===== src/rtl/cov_accum.sv =====
// cov_accum: accumulates first- and second-order sums over a batch of
// N = 2**NLOG2 signed 3-D points, then computes the six unique entries of the
// symmetric 3x3 covariance matrix with a single shared multiplier.
//
// Ports:
//   clk, rst_n            clock (rising edge), asynchronous active-low reset
//   start                 one-cycle pulse, begins a batch (IDLE/DONE only)
//   pt_valid / pt_ready   point handshake; x, y, z are signed coordinates
//   busy                  high in ACCUM or CALC
//   cov_valid             m outputs hold a completed result for this batch
//   m1,m2,m3,m5,m6,m9     covariance xx, xy, xz, yy, yz, zz (signed)
//
// state | meaning
// IDLE  | after reset, waiting for start
// ACCUM | accepting points, updating the nine sums
// CALC  | six cycles, one covariance entry per cycle
// DONE  | result valid and held, waiting for start
module cov_accum #(
    parameter int DIN_W = 10,
    parameter int NLOG2 = 3,
    parameter int OUT_W = 21
) (
    input  logic                    clk,
    input  logic                    rst_n,
    input  logic                    start,
    input  logic                    pt_valid,
    output logic                    pt_ready,
    input  logic signed [DIN_W-1:0] x,
    input  logic signed [DIN_W-1:0] y,
    input  logic signed [DIN_W-1:0] z,
    output logic                    busy,
    output logic                    cov_valid,
    output logic signed [OUT_W-1:0] m1,
    output logic signed [OUT_W-1:0] m2,
    output logic signed [OUT_W-1:0] m3,
    output logic signed [OUT_W-1:0] m5,
    output logic signed [OUT_W-1:0] m6,
    output logic signed [OUT_W-1:0] m9
);

    localparam int N   = 1 << NLOG2;
    localparam int S1W = DIN_W + NLOG2;
    localparam int S2W = 2 * DIN_W + NLOG2;
    localparam int PW  = 2 * DIN_W;
    localparam int CW  = 2 * DIN_W + 2 * NLOG2 + 2;
    localparam int HW  = CW - OUT_W + 1;
    localparam logic [NLOG2-1:0] CNT_LAST = NLOG2'(N - 1);
    localparam logic [2:0]       IDX_LAST = 3'd5;

    typedef enum logic [1:0] {IDLE, ACCUM, CALC, DONE} state_t;

    state_t state, state_nxt;

    logic [NLOG2-1:0] cnt;
    logic [2:0]       idx;

    logic signed [S1W-1:0] sx, sy, sz;
    logic signed [S2W-1:0] sxx, sxy, sxz, syy, syz, szz;

    logic accept, last_pt, start_batch, calc_last;

    assign accept      = pt_valid & pt_ready;
    assign last_pt     = accept && (cnt == CNT_LAST);
    assign start_batch = start && (state == IDLE || state == DONE);
    assign calc_last   = (state == CALC) && (idx == IDX_LAST);

    // ---------------------------------------------------------------- FSM
    always_ff @(posedge clk or negedge rst_n) begin
        if (!rst_n) state <= IDLE;
        else        state <= state_nxt;
    end

    always_comb begin
        state_nxt = state;
        busy      = 1'b0;
        unique case (state)
            IDLE:  if (start) state_nxt = ACCUM;
            ACCUM: begin
                busy = 1'b1;
                if (last_pt) state_nxt = CALC;
            end
            CALC: begin
                busy = 1'b1;
                if (idx == IDX_LAST) state_nxt = DONE;
            end
            DONE:  if (start) state_nxt = ACCUM;
            default: state_nxt = IDLE;
        endcase
    end

    // ------------------------------------------------- point products
    logic signed [PW-1:0] xe, ye, ze;
    logic signed [PW-1:0] pxx, pxy, pxz, pyy, pyz, pzz;

    assign xe  = {{DIN_W{x[DIN_W-1]}}, x};
    assign ye  = {{DIN_W{y[DIN_W-1]}}, y};
    assign ze  = {{DIN_W{z[DIN_W-1]}}, z};
    assign pxx = xe * xe;
    assign pxy = xe * ye;
    assign pxz = xe * ze;
    assign pyy = ye * ye;
    assign pyz = ye * ze;
    assign pzz = ze * ze;

    // --------------------------------------------- shared CALC datapath
    logic signed [S2W-1:0]   sab;
    logic signed [S1W-1:0]   sa, sb;
    logic signed [2*S1W-1:0] sa_w, sb_w, prod;
    logic signed [CW-1:0]    nsab, prod_ext, diff, shifted;
    logic        [HW-1:0]    hi;
    logic signed [OUT_W-1:0] sat;

    always_comb begin
        sab = sxx;
        sa  = sx;
        sb  = sx;
        unique case (idx)
            3'd1:    begin sab = sxy; sa = sx; sb = sy; end
            3'd2:    begin sab = sxz; sa = sx; sb = sz; end
            3'd3:    begin sab = syy; sa = sy; sb = sy; end
            3'd4:    begin sab = syz; sa = sy; sb = sz; end
            3'd5:    begin sab = szz; sa = sz; sb = sz; end
            default: begin sab = sxx; sa = sx; sb = sx; end
        endcase
    end

    assign sa_w     = {{S1W{sa[S1W-1]}}, sa};
    assign sb_w     = {{S1W{sb[S1W-1]}}, sb};
    assign prod     = sa_w * sb_w;
    // N*Sab is a left shift by NLOG2
    assign nsab     = {{(CW-S2W-NLOG2){sab[S2W-1]}}, sab, {NLOG2{1'b0}}};
    assign prod_ext = {{(CW-2*S1W){prod[2*S1W-1]}}, prod};
    assign diff     = nsab - prod_ext;
    // arithmetic shift floors toward minus infinity
    assign shifted  = diff >>> (2 * NLOG2);
    assign hi       = shifted[CW-1:OUT_W-1];

    always_comb begin
        if ((&hi) || !(|hi)) sat = shifted[OUT_W-1:0];
        else if (shifted[CW-1]) sat = {1'b1, {(OUT_W-1){1'b0}}};
        else                    sat = {1'b0, {(OUT_W-1){1'b1}}};
    end

    // --------------------------------------------------- sums and outputs
    always_ff @(posedge clk or negedge rst_n) begin
        if (!rst_n) begin
            cnt       <= '0;
            idx       <= '0;
            pt_ready  <= 1'b0;
            cov_valid <= 1'b0;
            sx  <= '0; sy  <= '0; sz  <= '0;
            sxx <= '0; sxy <= '0; sxz <= '0;
            syy <= '0; syz <= '0; szz <= '0;
            m1  <= '0; m2  <= '0; m3  <= '0;
            m5  <= '0; m6  <= '0; m9  <= '0;
        end else if (start_batch) begin
            cnt       <= '0;
            idx       <= '0;
            pt_ready  <= 1'b1;
            cov_valid <= 1'b0;
            sx  <= '0; sy  <= '0; sz  <= '0;
            sxx <= '0; sxy <= '0; sxz <= '0;
            syy <= '0; syz <= '0; szz <= '0;
        end else if (state == ACCUM) begin
            if (accept) begin
                sx  <= sx + {{NLOG2{x[DIN_W-1]}}, x};
                sy  <= sy + {{NLOG2{y[DIN_W-1]}}, y};
                sz  <= sz + {{NLOG2{z[DIN_W-1]}}, z};
                sxx <= sxx + {{NLOG2{pxx[PW-1]}}, pxx};
                sxy <= sxy + {{NLOG2{pxy[PW-1]}}, pxy};
                sxz <= sxz + {{NLOG2{pxz[PW-1]}}, pxz};
                syy <= syy + {{NLOG2{pyy[PW-1]}}, pyy};
                syz <= syz + {{NLOG2{pyz[PW-1]}}, pyz};
                szz <= szz + {{NLOG2{pzz[PW-1]}}, pzz};
                cnt <= cnt + 1'b1;
                if (last_pt) begin
                    pt_ready <= 1'b0;
                    idx      <= '0;
                end
            end
        end else if (state == CALC) begin
            unique case (idx)
                3'd0:    m1 <= sat;
                3'd1:    m2 <= sat;
                3'd2:    m3 <= sat;
                3'd3:    m5 <= sat;
                3'd4:    m6 <= sat;
                default: m9 <= sat;
            endcase
            idx <= idx + 1'b1;
            if (calc_last) cov_valid <= 1'b1;
        end
    end

endmodule


===== config.mk =====
export PLATFORM = sky130hd
export DESIGN_NAME = cov_accum
export DESIGN_NICKNAME = d
export VERILOG_FILES = /design/src/rtl/cov_accum.sv
export SDC_FILE = /design/constraint.sdc
export NUM_CORES = 2
export LEC_CHECK = 0
export ABC_AREA = 1
export CORE_MARGIN = 3
export CORE_UTILIZATION = 56
export CTS_CLUSTER_SIZE = 40
export DETAILED_ROUTE_END_ITERATION = 7
export PLACE_DENSITY = 0.74
export SLEW_MARGIN = 20
export SYNTH_ARGS = -nofsm -noshare
export SYNTH_HDL_FRONTEND = slang
export SYNTH_SLANG_ARGS = --single-unit
export TNS_END_PERCENT = 10

===== constraint.sdc =====
create_clock -name clk -period 22.4 [get_ports clk]
set_input_delay 5.6 -clock clk [delete_from_list [all_inputs] [get_ports clk]]
set_output_delay 5.6 -clock clk [all_outputs]
set_load 0.02 [all_outputs]

==> Flow_metrics.wiki <==
{| class="wikitable"
! Metric !! Value
|-
| Outcome || completed
|-
| Global routing usage summed across all routing layers || 30.9%
|-
| Highest-delay cell along the critical path || sky130_fd_sc_hd__fa_1
|-
| Count of vias placed by the detailed router || approximately 46k
|-
| Cell types with the largest area share after synthesis || sky130_fd_sc_hd__fa_1 (27%), sky130_fd_sc_hd__dfrtp_1 (15%), sky130_fd_sc_hd__ha_1 (13%)
|-
| Most common cell type on the critical path || sky130_fd_sc_hd__nand2_1
|-
| Delay contributed by the slowest stage of the critical path || 0.64 ns
|-
| Final Hold Fails || 0
|-
| Family of cells with the greatest summed delay on the critical path || adder cells
|-
| Leading register cell type out of synthesis || sky130_fd_sc_hd__dfrtp_1
|-
| Hold-critical path endpoint || m5[18]$_DFFE_PN0P_
|-
| Async S/R FF share, synth || 100%
|-
| Vias in the first global route || 45.5k
|-
| Critical Setup Path Class || in -> reg
|-
| Startpoint type of the worst setup path || input pin
|-
| Total non-filler cell area in the finished layout || 57400 sq um
|-
| Max-slew violation total from the final report || 0
|-
| RSZ-0062 raised after global routing || false
|-
| Count of buffers added by post-CTS timing repair for setup || 0
|-
| Hold path startpoint || m5[18]$_DFFE_PN0P_
|-
| Total cell area at the placement stage || 55900 sq um
|-
| Buffers plus inverters on the worst setup path || 8
|-
| Clock transition at the register clock pins on the worst setup and hold paths after CTS || around 0.06 ns
|-
| Source-to-sink clock delay at the later pin of the worst-skew pair || about 0.60 ns
|-
| Post-Synthesis Cells || 6961
|-
| Layout area overhead || 8.13%
|-
| Fmax || between 0.08 and 0.09 GHz
|-
| Clock tree from TritonCTS || yes
|-
| Post-synth EDFFs || 0
|-
| Hold bufs inserted after CTS || 0
|-
| Number of clock sinks || roughly 310
|-
| Transition at the pin with the smallest max-transition slack || between 1 and 1.5 ns
|-
| Starting density of the core || ~57%
|-
| Count of port buffers added during placement || 162
|-
| Total half-perimeter wirelength after legalization and detailed placement || between 100000 and 150000 um
|-
| Sequential cell area fraction in the yosys report || ~15%
|-
| Per-instance average area after synthesis || 7.62 sq um
|-
| Required arrival time at the worst endpoint || approximately 23 ns
|-
| Synth warnings || 0
|-
| Full die area || ~98000 sq um
|-
| Avg WL per Cell || between 15 and 20 um
|-
| Total negative setup slack || 0 ns
|-
| Top-area cell type share of the netlist area || ~27%
|-
| Number of buffers created by CTS || 39
|-
| Global-route wire length before repair || 243000 um
|-
| Cell count of the worst hold path || 2
|-
| Cell with the most instances after synthesis || sky130_fd_sc_hd__inv_1
|-
| Share of final-layout standard cells stronger than drive strength 1 || under 10%
|-
| Post-cts resize count || 0
|-
| Clock Path Buffers || 3
|-
| Die outline width || between 300 and 400 um
|-
| Number of cell rows || between 100 and 150
|-
| Critical R2R Launch || idx[2]$_DFFE_PN0P_
|-
| Largest net degree at the start of global routing || ~160
|-
| Endpoints failing setup || 0
|-
| Final Routed Wirelength || around 150000 um
|-
| Path class of the lowest-slack min-delay path || reg -> reg
|-
| Tmin final || approximately 12 ns
|-
| IO Count || between 150 and 200
|-
| Leftover overflow at the end of global routing || 0
|-
| Iteration count of the initial detailed-routing pass || 6
|-
| Synthesized area || ~53000 sq um
|-
| Average via count per standard cell || approximately 5.5
|-
| Kind of end point of the critical path || register
|-
| Min setup slack post-route || 10.02 ns
|-
| Gpl congestion || 1.01
|-
| Number of H-tree levels || 2
|-
| Setup slack of the worst register-to-register path || around 14 ns
|-
| Clock root buffer || sky130_fd_sc_hd__clkbuf_16
|-
| Fillers || 8534
|-
| Arrival time at the worst endpoint || 12.85 ns
|-
| Max-cap violations || 0
|-
| Commonest cells in the netlist || sky130_fd_sc_hd__inv_1 (1772), sky130_fd_sc_hd__nand2_1 (1418), sky130_fd_sc_hd__fa_1 (724)
|-
| Final period util || about 55%
|-
| Post-Route Utilization || between 60% and 70%
|-
| Place WS || between 9 and 10 ns
|-
| Post-synthesis sequential element count || between 300 and 400
|-
| Initial antenna violation count || 5
|-
| Final-stage net count || 8326
|-
| Number of cells on the worst reg-to-reg path || 29
|-
| Antenna-violating nets left || 0
|-
| Core area || approximately 94000 sq um
|-
| Height of the chip || around 310 um
|-
| Worst relative slew slack || between 20% and 30%
|-
| Violation count after the first detailed-routing iteration || 4027
|-
| Synthesized Nets || about 8.3k
|-
| R2r endpoint || m2[19]$_DFFE_PN0P_
|-
| Layout Skew || 0.0276 ns
|-
| Cell type contributing the most total cell area after synthesis || sky130_fd_sc_hd__fa_1
|-
| Post-route DRC || 0
|-
| Number of distinct standard cells referenced by the synthesized netlist || 60
|-
| Worst-path fanout max || 33
|-
| Depth of the critical timing path with buffers and inverters included || 37
|}
## worst min-delay path, stage by stage (launching register included)
cell and delay [ns]:
sky130_fd_sc_hd__dfrtp_1 0.34, sky130_fd_sc_hd__nand2_1 0.05, sky130_fd_sc_hd__nand2_1 0.06
## per-layer routing
layer,up-vias,part of all wire (%),track usage [%]
met5,-,0,0
met4,0,4.9,12.7
met3,309,8.0,4.15
met2,1729,44,48.5
met1,22290,43,43.3
li1,21509,-,-
## sequential cells by signal (all words and copies together), names as in the netlist, 21 cells and up
name  flops
szz      23
m1       21
sxz      23
sxx      23
sxy      23
syy      23
m5       21
m9       21
m2       21
m6       21
m3       21
syz      23
## placed cells by master (no fill, tap or decap), types with 159 or more instances in the layout
cell type / instances
sky130_fd_sc_hd__nand3_1: 187
sky130_fd_sc_hd__inv_1: 1771
sky130_fd_sc_hd__o21ai_0: 357
sky130_fd_sc_hd__a21oi_1: 403
sky130_fd_sc_hd__nand2_1: 1417
sky130_fd_sc_hd__fa_1: 724
sky130_fd_sc_hd__ha_1: 535
sky130_fd_sc_hd__clkdlybuf4s50_1: 159
sky130_fd_sc_hd__nor2_1: 364
sky130_fd_sc_hd__dfrtp_1: 313
## worst max-delay path by stage
stage               startpoint                   to  slack, ns
finish                    z[5]  szz[22]$_DFFE_PN0P_      10.02
global route              x[3]  sxx[20]$_DFFE_PN0P_       9.46
CTS                       z[5]  szz[22]$_DFFE_PN0P_      10.09
detailed placement        z[5]  szz[22]$_DFFE_PN0P_       9.50
global placement          z[5]  szz[22]$_DFFE_PN0P_       9.68
floorplan                 x[7]  sxz[22]$_DFFE_PN0P_      10.63
## metrics by stage
step           instances  hold slack [ns]
2_1_floorplan       6961            0.468
3_3_place_gp        8246            0.462
3_5_place_dp        8246            0.465
4_1_cts             8313            0.482
5_1_grt             8314            0.504
6_report            8315            0.479
## cell type report
class	instances	area (sq um)	share of cell area [%]
inverters	1788	6720	11.7
clock buffers	49	1080	1.89
multi-input cells	4675	37800	65.9
flip-flops and latches	313	7830	13.7
diodes	2	5.00	0.00873
clock inverters	18	317	0.552
well taps	1254	1570	2.74
repair buffers	216	2030	3.55
## cell families (layout without fill, tap and decap cells)
group | count (synthesis) | in the layout | share of synthesized area (%)
AND/OR/NAND/NOR | 2149 | 2149 | 16.5
buffers and inverters | 1973 | 2071 | 14.0
adder cells (fa/ha/maj) | 1259 | 1259 | 39.9
AO/OA/AOI/OAI | 1082 | 1082 | 11.6
flip-flops | 313 | 313 | 14.8
XOR/XNOR | 185 | 185 | 3.13
other | 0 | 2 | 0
Power is left out: the tool's default activity adds up to more than one toggle a clock period on the data nets, which glitch-free logic cannot reach.
